File: src/rtl/i2c_display_target_pkg.sv
// Shared types and constants for the SSD1306-style I2C display target.
// Optional glitch filter is selected with `I2C_GLITCH_FILTER_EN (see i2c_display_target_line_sync).
package i2c_pkg;

    typedef enum logic [2:0] {
        IDLE,
        ADDR,
        ADDR_ACK,
        CTRL,
        CTRL_ACK,
        BYTE,
        BYTE_ACK,
        IGNORE
    } i2c_state_e;

    localparam int CTRL_CO_BIT = 7;
    localparam int CTRL_DC_BIT = 6;

    localparam logic [7:0] CMD_PAGE_BASE  = 8'hB0;
    localparam logic [7:0] CMD_COLLO_BASE = 8'h00;
    localparam logic [7:0] CMD_COLHI_BASE = 8'h10;

    localparam int PAGE_W = 3;
    localparam int COL_W  = 7;
    localparam int PTR_W  = PAGE_W + COL_W;

    typedef struct packed {
        logic set_page;
        logic set_col_lo;
        logic set_col_hi;
    } cmd_dec_t;

    // Addressing commands carry their operand in the low bits; match on the fixed high bits.
    function automatic cmd_dec_t decode_cmd(input logic [7:0] c);
        cmd_dec_t d;
        d.set_page   = (c[7:3] == CMD_PAGE_BASE[7:3]);
        d.set_col_lo = (c[7:4] == CMD_COLLO_BASE[7:4]);
        d.set_col_hi = (c[7:3] == CMD_COLHI_BASE[7:3]);
        return d;
    endfunction

endpackage

File: src/rtl/i2c_display_target_if.sv
// Bus/port bundle for i2c_display_target: pad side (SCL/SDA) plus framebuffer and command outputs.
interface i2c_display_target_if #(
    parameter int FB_AW = 10
);
    logic             scl_in;
    logic             sda_in;
    logic             sda_oe;
    logic             fb_wen;
    logic [FB_AW-1:0] fb_waddr;
    logic [7:0]       fb_wdata;
    logic             cmd_valid;
    logic [7:0]       cmd_byte;
    logic             busy;

    modport master (
        output scl_in, sda_in,
        input  sda_oe, fb_wen, fb_waddr, fb_wdata, cmd_valid, cmd_byte, busy
    );

    modport slave (
        input  scl_in, sda_in,
        output sda_oe, fb_wen, fb_waddr, fb_wdata, cmd_valid, cmd_byte, busy
    );
endinterface

File: src/rtl/i2c_display_target_line_sync.sv
// SCL/SDA synchronizers, optional glitch filter (`I2C_GLITCH_FILTER_EN), and edge/START/STOP detection.
module i2c_display_target_line_sync #(
    parameter int FILTER_LEN = 3
) (
    input  logic clk,
    input  logic reset,
    input  logic scl_in,
    input  logic sda_in,
    output logic scl_rise,
    output logic scl_fall,
    output logic start_det,
    output logic stop_det,
    output logic sda_s
);
    // [line][stage]: line 0 = SCL, line 1 = SDA. Idle bus level is high.
    logic [1:0][1:0] sync_q;
    logic [1:0]      line_s;
    logic [1:0]      line_f;
    logic [1:0]      line_d;

    always_ff @(posedge clk) begin
        if (!reset) begin
            sync_q <= '1;
        end else begin
            sync_q[0] <= {sync_q[0][0], scl_in};
            sync_q[1] <= {sync_q[1][0], sda_in};
        end
    end

    assign line_s = {sync_q[1][1], sync_q[0][1]};

`ifdef I2C_GLITCH_FILTER_EN
    localparam int CNT_W = $clog2(FILTER_LEN + 1);

    // A line only changes once the new level has been seen FILTER_LEN samples in a row.
    for (genvar i = 0; i < 2; i++) begin : g_filt
        logic [CNT_W-1:0] cnt_q;
        logic             filt_q;

        always_ff @(posedge clk) begin
            if (!reset) begin
                cnt_q  <= '0;
                filt_q <= 1'b1;
            end else if (line_s[i] == filt_q) begin
                cnt_q <= '0;
            end else if (cnt_q == CNT_W'(FILTER_LEN - 1)) begin
                filt_q <= line_s[i];
                cnt_q  <= '0;
            end else begin
                cnt_q <= cnt_q + CNT_W'(1);
            end
        end

        assign line_f[i] = filt_q;
    end
`else
    assign line_f = line_s;
`endif

    always_ff @(posedge clk) begin
        if (!reset) line_d <= '1;
        else        line_d <= line_f;
    end

    assign scl_rise  =  line_f[0] & ~line_d[0];
    assign scl_fall  = ~line_f[0] &  line_d[0];
    assign start_det =  line_f[0] &  line_d[0] &  line_d[1] & ~line_f[1];
    assign stop_det  =  line_f[0] &  line_d[0] & ~line_d[1] &  line_f[1];
    assign sda_s     =  line_f[1];

endmodule

File: src/rtl/i2c_display_target.sv
// I2C write-only display target: decodes address/control/data stream into framebuffer writes and command strobes.
// Build option: `I2C_GLITCH_FILTER_EN enables the FILTER_LEN-sample glitch filter on SCL/SDA.
module i2c_display_target
    import i2c_pkg::*;
#(
    parameter logic [6:0] TGT_ADDR   = 7'h3C,
    parameter int         FILTER_LEN = 3,
    parameter int         FB_AW      = 10
) (
    input logic                 clk,
    input logic                 reset,
    i2c_display_target_if.slave bus
);
    logic scl_rise, scl_fall, start_det, stop_det, sda_s;

    i2c_display_target_line_sync #(
        .FILTER_LEN (FILTER_LEN)
    ) u_line_sync (
        .clk       (clk),
        .reset     (reset),
        .scl_in    (bus.scl_in),
        .sda_in    (bus.sda_in),
        .scl_rise  (scl_rise),
        .scl_fall  (scl_fall),
        .start_det (start_det),
        .stop_det  (stop_det),
        .sda_s     (sda_s)
    );

    i2c_state_e        state_q, state_n;
    logic [3:0]        bit_cnt_q;
    logic [7:0]        shift_q;
    logic [7:0]        shift_in;
    logic              co_q, dc_q;
    logic [PAGE_W-1:0] page_q;
    logic [COL_W-1:0]  col_q;

    logic              sda_oe_q, fb_wen_q, cmd_valid_q, busy_q;
    logic [FB_AW-1:0]  fb_waddr_q;
    logic [7:0]        fb_wdata_q, cmd_byte_q;

    logic              bit_en, byte_end, ctrl_done, byte_done, addr_hit, ack_n;
    cmd_dec_t          dec;

    assign shift_in = {shift_q[6:0], sda_s};
    assign byte_end = scl_fall && (bit_cnt_q == 4'd8);
    assign addr_hit = (shift_q[7:1] == TGT_ADDR) && !shift_q[0];
    assign dec      = decode_cmd(shift_in);
    assign ack_n    = (state_n == ADDR_ACK) || (state_n == CTRL_ACK) || (state_n == BYTE_ACK);

    // START/STOP take priority over any SCL edge seen in the same sample.
    always_comb begin
        state_n   = state_q;
        bit_en    = 1'b0;
        ctrl_done = 1'b0;
        byte_done = 1'b0;
        if (stop_det) begin
            state_n = IDLE;
        end else if (start_det) begin
            state_n = ADDR;
        end else begin
            case (state_q)
                ADDR: begin
                    bit_en = scl_rise && (bit_cnt_q != 4'd8);
                    if (byte_end) state_n = addr_hit ? ADDR_ACK : IGNORE;
                end
                CTRL: begin
                    bit_en    = scl_rise && (bit_cnt_q != 4'd8);
                    ctrl_done = bit_en && (bit_cnt_q == 4'd7);
                    if (byte_end) state_n = CTRL_ACK;
                end
                BYTE: begin
                    bit_en    = scl_rise && (bit_cnt_q != 4'd8);
                    byte_done = bit_en && (bit_cnt_q == 4'd7);
                    if (byte_end) state_n = BYTE_ACK;
                end
                ADDR_ACK: if (scl_fall) state_n = CTRL;
                CTRL_ACK: if (scl_fall) state_n = BYTE;
                BYTE_ACK: if (scl_fall) state_n = co_q ? CTRL : BYTE;
                default:  state_n = state_q;
            endcase
        end
    end

    always_ff @(posedge clk) begin
        if (!reset) begin
            state_q     <= IDLE;
            bit_cnt_q   <= '0;
            shift_q     <= '0;
            co_q        <= 1'b0;
            dc_q        <= 1'b0;
            page_q      <= '0;
            col_q       <= '0;
            sda_oe_q    <= 1'b0;
            fb_wen_q    <= 1'b0;
            fb_waddr_q  <= '0;
            fb_wdata_q  <= '0;
            cmd_valid_q <= 1'b0;
            cmd_byte_q  <= '0;
            busy_q      <= 1'b0;
        end else begin
            state_q     <= state_n;
            sda_oe_q    <= ack_n;
            fb_wen_q    <= 1'b0;
            cmd_valid_q <= 1'b0;

            // Any state change (including START/STOP) starts a fresh bit count.
            if (start_det || stop_det || (state_n != state_q)) begin
                bit_cnt_q <= '0;
            end else if (bit_en) begin
                bit_cnt_q <= bit_cnt_q + 4'd1;
                shift_q   <= shift_in;
            end

            if (stop_det)
                busy_q <= 1'b0;
            else if (state_q == ADDR && state_n == ADDR_ACK)
                busy_q <= 1'b1;
            else if (state_q == ADDR && state_n == IGNORE)
                busy_q <= 1'b0;

            if (ctrl_done) begin
                co_q <= shift_in[CTRL_CO_BIT];
                dc_q <= shift_in[CTRL_DC_BIT];
            end

            if (byte_done) begin
                if (dc_q) begin
                    fb_wen_q        <= 1'b1;
                    fb_waddr_q      <= FB_AW'({page_q, col_q});
                    fb_wdata_q      <= shift_in;
                    // Column carry rolls into the page; the whole pointer wraps at the end of GDDRAM.
                    {page_q, col_q} <= {page_q, col_q} + PTR_W'(1);
                end else begin
                    cmd_valid_q <= 1'b1;
                    cmd_byte_q  <= shift_in;
                    if (dec.set_page)   page_q     <= shift_in[2:0];
                    if (dec.set_col_lo) col_q[3:0] <= shift_in[3:0];
                    if (dec.set_col_hi) col_q[6:4] <= shift_in[2:0];
                end
            end
        end
    end

    assign bus.sda_oe    = sda_oe_q;
    assign bus.fb_wen    = fb_wen_q;
    assign bus.fb_waddr  = fb_waddr_q;
    assign bus.fb_wdata  = fb_wdata_q;
    assign bus.cmd_valid = cmd_valid_q;
    assign bus.cmd_byte  = cmd_byte_q;
    assign bus.busy      = busy_q;

endmodule

File: src/flat_wrapper.sv
// flat-port wrapper written by rule: the top's interface ports become plain ports
module i2c_display_target_flat import i2c_pkg::*;
#(
    parameter logic [6:0] TGT_ADDR   = 7'h3C,
    parameter int         FILTER_LEN = 3,
    parameter int         FB_AW      = 10
)
  (clk, reset, bus_scl_in, bus_sda_in, bus_sda_oe, bus_fb_wen, bus_fb_waddr, bus_fb_wdata, bus_cmd_valid, bus_cmd_byte, bus_busy);
  i2c_display_target_if #(.FB_AW(FB_AW)) bus_i ();
  input logic clk;
  input logic reset;
  input wire logic [$bits(bus_i.scl_in)-1:0] bus_scl_in;
  input wire logic [$bits(bus_i.sda_in)-1:0] bus_sda_in;
  output wire logic [$bits(bus_i.sda_oe)-1:0] bus_sda_oe;
  output wire logic [$bits(bus_i.fb_wen)-1:0] bus_fb_wen;
  output wire logic [$bits(bus_i.fb_waddr)-1:0] bus_fb_waddr;
  output wire logic [$bits(bus_i.fb_wdata)-1:0] bus_fb_wdata;
  output wire logic [$bits(bus_i.cmd_valid)-1:0] bus_cmd_valid;
  output wire logic [$bits(bus_i.cmd_byte)-1:0] bus_cmd_byte;
  output wire logic [$bits(bus_i.busy)-1:0] bus_busy;
  assign bus_i.scl_in = bus_scl_in;
  assign bus_i.sda_in = bus_sda_in;
  assign bus_sda_oe = bus_i.sda_oe;
  assign bus_fb_wen = bus_i.fb_wen;
  assign bus_fb_waddr = bus_i.fb_waddr;
  assign bus_fb_wdata = bus_i.fb_wdata;
  assign bus_cmd_valid = bus_i.cmd_valid;
  assign bus_cmd_byte = bus_i.cmd_byte;
  assign bus_busy = bus_i.busy;
  i2c_display_target #(.TGT_ADDR(TGT_ADDR), .FILTER_LEN(FILTER_LEN), .FB_AW(FB_AW)) u_core (.clk(clk), .reset(reset), .bus(bus_i));
endmodule
File: config.mk
export PLATFORM = sky130hd
export DESIGN_NAME = i2c_display_target_flat
export DESIGN_NICKNAME = d
export VERILOG_FILES = /design/src/rtl/i2c_display_target_pkg.sv /design/src/rtl/i2c_display_target_if.sv /design/src/rtl/i2c_display_target_line_sync.sv /design/src/rtl/i2c_display_target.sv /design/src/flat_wrapper.sv
export SDC_FILE = /design/constraint.sdc
export NUM_CORES = 1
export LEC_CHECK = 0
export CORE_MARGIN = 2
export CORE_UTILIZATION = 40
export DETAILED_ROUTE_END_ITERATION = 6
export GPL_TIMING_DRIVEN = 1
export HOLD_SLACK_MARGIN = 0.12
export PLACE_DENSITY = 0.57
export SETUP_SLACK_MARGIN = 0.02
export SLEW_MARGIN = 40
export SYNTH_ARGS = -nofsm -noshare
export SYNTH_HDL_FRONTEND = slang
export SYNTH_HIERARCHICAL = 1
export SYNTH_SLANG_ARGS = --single-unit
File: constraint.sdc
create_clock -name clk -period 4.9 [get_ports clk]
set_input_delay 0.735 -clock clk [delete_from_list [all_inputs] [get_ports clk]]
set_output_delay 0.735 -clock clk [all_outputs]
set_load 0.1 [all_outputs]
==> summary.md, run 1 <==
| Metric | Value |
|---|---|
| Internal | `744.0 uW` |
| Placed instance area | `3302 um2` |
| Clock power frac | `0.431` |
| WL/cell | `14.85 um` |
| Synth area leaders | `dfxtp_1, mux2i_1, nand2_1` |
| Worst setup path category | `primary input to flip-flop` |
| Hold WS | `407.7 ps` |
| GP Congestion | `0.8124` |
| Synth Net Count | `360` |
| Fill cell count | `803` |
| Largest net degree at the start of global routing | `40` |
| Combinational family with the most area after synthesis | `simple AND/OR/NAND/NOR gates` |
| IO Pins | `34` |
| Post-synthesis adder-cell area fraction | `0.01212` |
| Final setup viols | `0` |
| Starting Density | `0.4072` |
| Worst path arrival time | `2940 ps` |
| Via density | `5.566` |
| H-tree depth | `3` |
| Post-synth ARST share | `0` |
| Clock latency on the worst-skew pair | `330 ps` |
| CTS buffer count | `9` |
| Headroom to the max-slew limit | `0.4788` |
| Die area | `8465 um2` |
| Critical R2R Capture | `u_core/col_q[4]$_SDFFE_PN0P_` |
| Post-synth EDFFs | `0` |
| Commonest non-fill, non-tap cell in the layout | `dfxtp_1` |
| Sequential Area | `1261 um2` |
| Synthesis-stage register bit count | `63` |
| Share of cells above drive strength 1 | `0.2000` |
| Hold bufs inserted after CTS | `0` |
| Post-Synth XOR/XNOR Area | `0.008481` |
| CTS clk-pin slew, worst paths | `70 ps` |
| Synthesized area per cell | `8.776 um2` |
| RSZ-0062 raised after global routing | `false` |
| Net Sw Frac | `0.2230` |
| Worst Setup Start Kind | `primary input` |
| Mux cell area share after synthesis | `0.04847` |
| Busiest layer in global routing | `met2` |
| Rows | `32` |
| Root Buffer | `clkbuf_8` |
| PwrDens | `274.2 nW/um2` |
| R2r setup slk | `2320 ps` |
| HP Start | `u_core/u_line_sync/sync_q[0]$_SDFF_PN1_` |
| Peak supply drop | `114.2 uV` |
| Worst-margin pin slew | `779.3 ps` |
| Setup_tns | `0 ps` |
| Synth top area share | `0.4071` |
| MaxCap Viol Count | `0` |
| Req. time, crit path | `5130 ps` |
| Sink Count | `63` |
| Finished Cell Area | `3492 um2` |
| Core area | `7607 um2` |
| Leakage power | `0.001330 uW` |
| Hold depth | `1` |
| Clk_skew | `5.299 ps` |
| Final HPWL from detailed placement | `4.727 mm` |
| GRT overflow | `0` |
| Library cells used by synthesis | `58` |
| Max-slew violations | `0` |
| Synth Area in Simple Gates | `0.3029` |
| Initial antenna violation count | `0` |
| Multi-input logic area | `1669 um2` |
| Met3 usage | `0.03122` |
| Die X | `92.01 um` |
| Comb pwr share | `0.029` |
| FMAX | `369.2 MHz` |
| Worst R2R Path Depth | `5` |
| Number of I/O port buffers | `33` |
| DRT iter0 DRCs | `187` |
| Via count | `2683` |
| First-pass GRT wire length | `12.35 mm` |
| Max clock buf depth | `2` |
| Die height | `92.01 um` |
| Syn Inst Count | `353` |
| Layout net count | `383` |
| Compound-gate portion of the synthesized area | `0.1668` |
| Final wirelength | `7.159 mm` |
| Grt met2 use | `0.2659` |
| CTS tree | `built` |
| Routed Antenna Nets | `0` |
| CP max FO | `33` |
| CP endpoint kind | `flip-flop` |
| M1 GR Usage | `0.2596` |
| Crit path time final | `2709 ps` |
| Number of global-route vias before repair | `2462` |
| Status | `complete, no violations` |
| Sequential power share | `0.540` |
| Worst hold path endpoint | `u_core/u_line_sync/line_f[0]$_SDFF_PN1_` |
| Post-cts gate resize count | `0` |
| Initial DRT Pass Iterations | `7` |
| Post-CTS Setup Inserts | `0` |
| Tcrit/Tclk final | `0.5528` |
| Synthesized area | `3098 um2` |
| Fin. Hold Viols | `0` |
| Residual DRC count | `0` |
| Min-Delay Path Class | `flip-flop to flip-flop` |
| Seq/Total Area, Yosys | `0.4071` |
| Commonest cells after routing, fill and taps aside | `dfxtp_1, nand2_1, buf_2` |
| Synth area leader | `dfxtp_1` |
| Prevailing post-synth register cell | `dfxtp_1` |
| Synth warn | `6` |
| Area Overhead vs Synth | `12.72%` |
| Total GRT Usage | `0.1801` |
| R2r startpoint | `u_core/u_line_sync/sda_s$_SDFF_PN1_` |
| Ant diodes | `0` |
| Psw | `213.5 uW` |
-- worst max-delay path, cell delays in order --
cell and delay [ps]:
clkdlybuf4s50_1 970, inv_1 500, buf_4 400, o32ai_1 310
-- per-layer routing --
layer	vias to the layer above	routed length, um
li1	1323	-
met2	78	3083
met3	9	310
met1	1273	3683
met5	-	0
met4	0	82
-- layout make-up --
type                            instances  area share
Clock buffer                           12     0.04729
Timing Repair Buffer                   38     0.06449
Tap cell                              102     0.03655
Multi-Input combinational cell        257      0.4780
Sequential cell                        63      0.3612
Clock inverter                          3    0.005016
Inverter                                7    0.007524
-- state kept, by name, indices dropped and copies added, names as in the netlist --
| signal | count |
|---|---|
| u_core/u_line_sync/line_f | 1 |
| u_core/u_line_sync/line_d | 2 |
| u_core/state_q | 3 |
| u_core/u_line_sync/sync_q | 2 |
| u_core/bus.fb_wen | 1 |
| u_core/bit_cnt_q | 4 |
| u_core/dc_q | 1 |
| u_core/bus.busy | 1 |
| u_core/bus.cmd_byte | 8 |
| u_core/bus.fb_waddr | 10 |
| u_core/u_line_sync/sda_s | 1 |
| u_core/bus.sda_oe | 1 |
| u_core/page_q | 3 |
| u_core/shift_q | 8 |
| u_core/bus.cmd_valid | 1 |
| u_core/co_q | 1 |
| u_core/bus.fb_wdata | 8 |
| u_core/col_q | 7 |
-- stage by stage --
stage,utilization,power [uW],cells,setup WS (ps)
floorplan,-,548.5,353,2927
global placement,0.4508,556.0,464,1922
detailed placement,0.4340,556.4,466,1834
CTS,0.4581,973.8,481,2183
global route,0.4590,996.9,482,2033
finish,0.4590,957.5,482,2191
-- worst max path at each step --
stage | startpoint | end | slack, ps | depth (start not counted)
finish | reset | u_core/col_q[3]$_SDFFE_PN0P_ | 2190 | 4
CTS | reset | u_core/col_q[3]$_SDFFE_PN0P_ | 2180 | 4
detailed placement | reset | u_core/col_q[3]$_SDFFE_PN0P_ | 1830 | 4
global route | reset | u_core/col_q[3]$_SDFFE_PN0P_ | 2030 | 4
global placement | reset | u_core/col_q[3]$_SDFFE_PN0P_ | 1920 | 4
floorplan | u_core/u_line_sync/sda_s$_SDFF_PN1_ | u_core/page_q[0]$_SDFFE_PN0P_ | 2930 | 7
-- logic make-up after synthesis --
family / Yosys count
adder cells (fa/ha/maj): 3
AND/OR/NAND/NOR: 158
multiplexers: 15
flip-flops: 63
buffers and inverters: 33
AO/OA/AOI/OAI: 78
XOR/XNOR: 3
-- power by group through the flow --
stage	Sequential (uW)	Clock, uW	Combinational [uW]
2_1_floorplan	527	0	21.4
3_3_place_gp	529	0	27.4
3_5_place_dp	529	0	27.7
4_1_cts	517	429	27.7
5_1_grt	517	449	30.5
6_report	517	413	27.3
-- cells in the mapped netlist (2+ instances only) --
library cell	count
nor2_1	24
nand4_1	6
a31oi_1	4
o21ai_0	16
xor2_1	2
nand3_1	17
a21oi_2	10
and3_1	2
nor2b_1	5
a21oi_1	24
inv_1	7
nand3_2	10
clkbuf_1	12
nor3_1	6
ha_1	3
a41oi_1	3
dfxtp_1	63
nand2b_1	11
o2111ai_1	3
o41ai_1	3
buf_6	4
nand4b_1	5
and2_1	4
nand3b_1	6
or3b_2	2
and3b_1	3
mux2i_1	15
nand2_1	39
and4b_1	3
buf_2	8
nor4_1	6
(Power assumes the default switching activity.)
==> run 2: changes to the inputs <==
- clock period: 4.9 -> 2.72 ns (I/O delays scaled with it)
==> run 2 against run 1 <==
- sequential power grew 80%
- design area grew 4.6%
- total power grew 100%
- global-route usage grew 0.97 points
- critical path type is now flip-flop to flip-flop
- clock-buffer cell count grew 1
- combinational power grew 110%
- sequential share of layout area shrank 1.6 points
- first-iteration DRC count grew 8.0%
- core utilization grew 2.1 points
- hold slack gained 5.0 ps
- clock skew grew 4.3 ps
- final cell count grew 1.7%
==> summary.md, run 2 (synthesized netlist as in run 1, its figures left out) <==
| Metric | Value |
|---|---|
| Clk_skew | `9.555 ps (was 5.299 ps)` |
| Die height | `92.01 um (unchanged)` |
| Layout net count | `390 (was 383)` |
| GP Congestion | `0.8264 (was 0.8124)` |
| HP Start | `u_core/u_line_sync/sync_q[2]$_SDFF_PN1_ (was u_core/u_line_sync/sync_q[0]$_SDFF_PN1_)` |
| Worst setup path category | `flip-flop to flip-flop (was primary input to flip-flop)` |
| Ant diodes | `0 (unchanged)` |
| Max-slew violations | `0 (unchanged)` |
| Status | `complete, no violations (unchanged)` |
| GRT overflow | `0 (unchanged)` |
| Routed Antenna Nets | `0 (unchanged)` |
| Starting Density | `0.4072 (unchanged)` |
| DRT iter0 DRCs | `202 (was 187)` |
| Fin. Hold Viols | `0 (unchanged)` |
| Setup_tns | `0 ps (unchanged)` |
| IO Pins | `34 (unchanged)` |
| Total GRT Usage | `0.1898 (was 0.1801)` |
| Largest net degree at the start of global routing | `28 (was 40)` |
| Clock latency on the worst-skew pair | `340 ps (was 330 ps)` |
| Commonest cells after routing, fill and taps aside | `dfxtp_1, buf_4, nand2_1 (was dfxtp_1, nand2_1, buf_2)` |
| Final HPWL from detailed placement | `5.101 mm (was 4.727 mm)` |
| Share of cells above drive strength 1 | `0.2113 (was 0.2000)` |
| Area Overhead vs Synth | `17.93% (was 12.72%)` |
| Final wirelength | `7.667 mm (was 7.159 mm)` |
| Clock power frac | `0.485 (was 0.431)` |
| Min-Delay Path Class | `flip-flop to flip-flop (unchanged)` |
| Hold bufs inserted after CTS | `0 (unchanged)` |
| Worst-path cell chain | `and4b_1 -> or3b_1 -> nor3_4 -> buf_4 -> a21oi_1 -> a221o_1 (was clkdlybuf4s50_1 -> inv_1 -> buf_4 -> o32ai_1)` |
| Largest register FFs | `10 (unchanged)` |
| Comb pwr share | `0.030 (was 0.029)` |
| Worst path arrival time | `2590 ps (was 2940 ps)` |
| CP max FO | `26 (was 33)` |
| Crit path to | `u_core/page_q[0]$_SDFFE_PN0P_ (was u_core/col_q[3]$_SDFFE_PN0P_)` |
| Critical R2R Capture | `u_core/page_q[0]$_SDFFE_PN0P_ (was u_core/col_q[4]$_SDFFE_PN0P_)` |
| H-tree depth | `3 (unchanged)` |
| Net Sw Frac | `0.2105 (was 0.2230)` |
| Residual DRC count | `0 (unchanged)` |
| Internal | `1513 uW (was 744.0 uW)` |
| Post-CTS Setup Inserts | `0 (unchanged)` |
| Root Buffer | `clkbuf_8 (unchanged)` |
| Crit-path slowest cell | `or3b_1 (was clkdlybuf4s50_1)` |
| Die area | `8465 um2 (unchanged)` |
| Commonest non-fill, non-tap cell in the layout | `dfxtp_1 (unchanged)` |
| Number of I/O port buffers | `33 (unchanged)` |
| RSZ-0062 raised after global routing | `false (unchanged)` |
| Final setup viols | `0 (unchanged)` |
| PwrDens | `524.4 nW/um2 (was 274.2 nW/um2)` |
| CP endpoint kind | `flip-flop (unchanged)` |
| Peak supply drop | `296.2 uV (was 114.2 uV)` |
| First-pass GRT wire length | `12.84 mm (was 12.35 mm)` |
| Rows | `32 (unchanged)` |
| FMAX | `421.8 MHz` |
| Initial DRT Pass Iterations | `4 (was 7)` |
| Headroom to the max-slew limit | `0.6481 (was 0.4788)` |
| Crit path time final | `2371 ps` |
| Hold WS | `412.7 ps (was 407.7 ps)` |
| Sequential power share | `0.485 (was 0.540)` |
| Via density | `5.578 (was 5.566)` |
| Leakage power | `0.001378 uW (was 0.001330 uW)` |
| CTS clk-pin slew, worst paths | `70 ps (about the same)` |
| Req. time, crit path | `2940 ps (was 5130 ps)` |
| CTS buffer count | `9 (unchanged)` |
| R2r setup slk | `350 ps (was 2320 ps)` |
| Largest stage delay, worst path | `540 ps (was 970 ps)` |
| Core area | `7607 um2 (unchanged)` |
| Sink Count | `63 (unchanged)` |
| R2r startpoint | `u_core/u_line_sync/sda_s$_SDFF_PN1_ (unchanged)` |
| Worst R2R Path Depth | `6 (was 5)` |
| CTS tree | `built (unchanged)` |
| WL/cell | `15.65 um (was 14.85 um)` |
| Worst Setup Start Kind | `flip-flop (was primary input)` |
| Number of global-route vias before repair | `2571 (was 2462)` |
| MaxCap Viol Count | `0 (unchanged)` |
| Die X | `92.01 um (unchanged)` |
| Initial antenna violation count | `0 (unchanged)` |
| Worst-margin pin slew | `523.1 ps (was 779.3 ps)` |
| Via count | `2733 (was 2683)` |
| Setup crit start | `u_core/u_line_sync/sda_s$_SDFF_PN1_ (was reset)` |
| Tcrit/Tclk final | `0.8715` |
| Post-cts gate resize count | `0 (unchanged)` |
| Max clock buf depth | `2 (unchanged)` |
| Psw | `403.4 uW (was 213.5 uW)` |
run 2: critical path, delay by kind of cell (launching register included):
family          cells  cell delay (ps)
compound gates      2              370
flops               1              420
buf+inv             1              360
simple gates        3             1090
run 2: worst min path at each step:
stage | to | cells after the start | slack (ps)
after floorplan | u_core/u_line_sync/line_f[0]$_SDFF_PN1_ | 1 | 390
after CTS | u_core/u_line_sync/sda_s$_SDFF_PN1_ | 1 | 420
after global routing | u_core/u_line_sync/sda_s$_SDFF_PN1_ | 1 | 430
after detailed placement | u_core/u_line_sync/line_f[0]$_SDFF_PN1_ | 1 | 400
after global placement | u_core/u_line_sync/sda_s$_SDFF_PN1_ | 1 | 400
final | u_core/u_line_sync/sda_s$_SDFF_PN1_ | 1 | 410
run 2: power groups by stage:
stage / logic (uW) / registers [uW] / clock network [uW]
3_3_place_gp: 57.3 / 950 / 0
6_report: 57.2 / 929 / 930
4_1_cts: 57.5 / 929 / 952
2_1_floorplan: 38.6 / 950 / 0
5_1_grt: 63.4 / 929 / 998
3_5_place_dp: 57.3 / 950 / 0
run 2: layer usage:
layer | global-route usage | share of wire
met5 | 0 | 0
met4 | 0.04851 | 0.0073
met3 | 0.05752 | 0.059
met2 | 0.2929 | 0.45
met1 | 0.2595 | 0.48
run 2: final cells by class:
class,count,area [um2]
timing repair buffer,45,345.3
inverter,7,26.28
multi-input combinational,257,1669
tap,102,127.6
sequential,63,1261
fill,757,3954
clock inverter,3,65.06
clock buffer,13,158.9
run 2: per-stage QoR:
stage          instance area, um2  utilization  total power [uW]  instances  setup WS (ps)
2_1_floorplan                3098            -             988.2        353          746.6
3_3_place_gp                 3430       0.4508              1007        474          412.1
3_5_place_dp                 3430       0.4508              1007        474          360.0
4_1_cts                      3654       0.4803              1938        490          345.7
5_1_grt                      3654       0.4803              1990        490          186.5
6_report                     3654       0.4803              1916        490          349.4
==> run 3: changes to the inputs <==
- CORE_MARGIN: 2 -> 3
==> run 3 against run 2 <==
- global-route usage decreased by 1.0 points
- hold slack worse by 3.5 ps
- first-iteration DRC count shrank 18%
- sequential cell count stayed put
- critical path depth is the same
- critical endpoint unchanged
- largest cell class unchanged
- largest power group unchanged
- highest routed layer unchanged
==> summary.md, run 3 (synthesized netlist as in run 1, its figures left out) <==
| Metric | Value |
|---|---|
| CTS clk-pin slew, worst paths | `70 ps (about the same)` |
| Final HPWL from detailed placement | `5.158 mm (was 5.101 mm)` |
| Sequential power share | `0.466 (was 0.485)` |
| Residual DRC count | `0 (unchanged)` |
| Layout net count | `392 (was 390)` |
| Req. time, crit path | `2940 ps (about the same)` |
| Peak supply drop | `277.6 uV (was 296.2 uV)` |
| RSZ-0062 raised after global routing | `false (unchanged)` |
| Via count | `2662 (was 2733)` |
| Die area | `8837 um2 (was 8465 um2)` |
| Number of global-route vias before repair | `2539 (was 2571)` |
| Worst Setup Start Kind | `flip-flop (unchanged)` |
| Post-cts gate resize count | `0 (unchanged)` |
| Core area | `7370 um2 (was 7607 um2)` |
| FMAX | `444.8 MHz (was 421.8 MHz)` |
| GP Congestion | `0.8384 (was 0.8264)` |
| Headroom to the max-slew limit | `0.6450 (was 0.6481)` |
| Crit path time final | `2248 ps (was 2371 ps)` |
| Initial DRT Pass Iterations | `5 (was 4)` |
| Worst-margin pin slew | `527.6 ps (was 523.1 ps)` |
| Max clock buf depth | `2 (unchanged)` |
| WL/cell | `15.02 um (was 15.65 um)` |
| Number of I/O port buffers | `33 (unchanged)` |
| Die X | `94.01 um (was 92.01 um)` |
| Worst path arrival time | `2470 ps (was 2590 ps)` |
| Sink Count | `63 (unchanged)` |
| Via density | `5.444 (was 5.578)` |
| Die height | `94.01 um (was 92.01 um)` |
| Commonest cells after routing, fill and taps aside | `dfxtp_1, buf_4, nand2_1 (unchanged)` |
| Leakage power | `0.001390 uW (was 0.001378 uW)` |
| Area Overhead vs Synth | `19.02% (was 17.93%)` |
| Max-slew violations | `0 (unchanged)` |
| Largest net degree at the start of global routing | `26 (was 28)` |
| R2r startpoint | `u_core/u_line_sync/sda_s$_SDFF_PN1_ (unchanged)` |
| PwrDens | `540.0 nW/um2 (was 524.4 nW/um2)` |
| Critical R2R Capture | `u_core/page_q[0]$_SDFFE_PN0P_ (unchanged)` |
| Largest register FFs | `10 (unchanged)` |
| Hold bufs inserted after CTS | `0 (unchanged)` |
| CTS buffer count | `9 (unchanged)` |
| GRT overflow | `0 (unchanged)` |
| R2r setup slk | `470 ps (was 350 ps)` |
| Net Sw Frac | `0.2056 (was 0.2105)` |
| Fill cell count | `759 (was 757)` |
| Tcrit/Tclk final | `0.8265 (was 0.8715)` |
| Setup_tns | `0 ps (unchanged)` |
| Min-Delay Path Class | `flip-flop to flip-flop (unchanged)` |
| Post-CTS Setup Inserts | `0 (unchanged)` |
| CTS tree | `built (unchanged)` |
| IO Pins | `34 (unchanged)` |
| HP Start | `u_core/u_line_sync/sync_q[2]$_SDFF_PN1_ (unchanged)` |
| Rows | `31 (was 32)` |
| Initial antenna violation count | `0 (unchanged)` |
| Total GRT Usage | `0.1797 (was 0.1898)` |
| Ant diodes | `0 (unchanged)` |
| MaxCap Viol Count | `0 (unchanged)` |
| Clock power frac | `0.505 (was 0.485)` |
| CP endpoint kind | `flip-flop (unchanged)` |
| Worst setup path category | `flip-flop to flip-flop (unchanged)` |
| H-tree depth | `3 (unchanged)` |
| CP max FO | `16 (was 26)` |
| Starting Density | `0.4204 (was 0.4072)` |
| Clk_skew | `7.646 ps (was 9.555 ps)` |
| Clock latency on the worst-skew pair | `330 ps (was 340 ps)` |
| Fin. Hold Viols | `0 (unchanged)` |
| Comb pwr share | `0.029 (was 0.030)` |
| Status | `complete, no violations (unchanged)` |
| Final wirelength | `7.345 mm (was 7.667 mm)` |
| Psw | `409.4 uW (was 403.4 uW)` |
| Final setup viols | `0 (unchanged)` |
| DRT iter0 DRCs | `166 (was 202)` |
| First-pass GRT wire length | `12.61 mm (was 12.84 mm)` |
| Worst hold path endpoint | `u_core/u_line_sync/sda_s$_SDFF_PN1_ (unchanged)` |
| Internal | `1582 uW (was 1513 uW)` |
| Commonest non-fill, non-tap cell in the layout | `dfxtp_1 (unchanged)` |
| Root Buffer | `clkbuf_8 (unchanged)` |
| Share of cells above drive strength 1 | `0.2179 (was 0.2113)` |
| Total chip power | `1991 uW (was 1916 uW)` |
| Routed Antenna Nets | `0 (unchanged)` |
| Hold depth | `1 (unchanged)` |
| Worst R2R Path Depth | `6 (unchanged)` |
-- run 3: cell count changes in the layout (fill, tap and decap cells not counted) --
cell	change
clkinvlp_4	+2
buf_4	+2
bufinv_16	+1
clkinv_2	-1
clkbuf_1	-1
clkbuf_8	-1
-- run 3: through the flow --
stage	hold slack [ps]	setup slack (ps)	utilization	cells	area, um2
final	409.1	471.9	0.5003	489	3687
after global routing	433.5	232.7	0.5003	489	3687
after CTS	410.3	471.2	0.5003	489	3687
after detailed placement	392.1	486.9	0.4669	473	3441
after global placement	395.8	518.8	0.4669	473	3441
after floorplan	386.3	746.6	-	353	3098
-- run 3: worst max-delay path by stage --
stage | cells after the start | from | to | slack (ps)
floorplan | 7 | u_core/u_line_sync/sda_s$_SDFF_PN1_ | u_core/page_q[0]$_SDFFE_PN0P_ | 750
global placement | 6 | u_core/u_line_sync/sda_s$_SDFF_PN1_ | u_core/page_q[0]$_SDFFE_PN0P_ | 520
detailed placement | 6 | u_core/u_line_sync/sda_s$_SDFF_PN1_ | u_core/page_q[0]$_SDFFE_PN0P_ | 490
CTS | 6 | u_core/u_line_sync/sda_s$_SDFF_PN1_ | u_core/page_q[0]$_SDFFE_PN0P_ | 470
global route | 5 | u_core/u_line_sync/sda_s$_SDFF_PN1_ | u_core/col_q[4]$_SDFFE_PN0P_ | 230
finish | 6 | u_core/u_line_sync/sda_s$_SDFF_PN1_ | u_core/page_q[0]$_SDFFE_PN0P_ | 470
-- run 3: area by class of cell --
cell class | count | area [um2] | share of cell area
Tap cell | 99 | 123.9 | 0.03359
Inverter | 7 | 26.28 | 0.007126
Timing Repair Buffer | 47 | 360.3 | 0.09773
Clock buffer | 11 | 141.4 | 0.03834
Multi-Input combinational cell | 257 | 1669 | 0.4527
Sequential cell | 63 | 1261 | 0.3420
Clock inverter | 5 | 105.1 | 0.02850
-- run 3: metal layers --
metal,vias up,global-route usage,part of all wire
met1,1241,0.2564,0.49
met4,0,0.05776,0.010
met5,-,0,0
met2,72,0.2679,0.44
met3,8,0.03926,0.058
li1,1341,-,-
-- run 3: power by group through the flow --
stage	sequential (uW)	clock, uW	combinational [uW]
global route	929	1070	64.9
finish	929	1000	57.7
detailed placement	950	0	58.3
CTS	928	1030	58.3
floorplan	950	0	38.6
global placement	950	0	58.6
-- run 3: critical path, stage by stage (launching register included) --
cell	delay (ps)
dfxtp_1	420
and4b_1	350
or3b_1	540
nor3_4	240
buf_4	240
a21oi_1	80
a221o_1	250
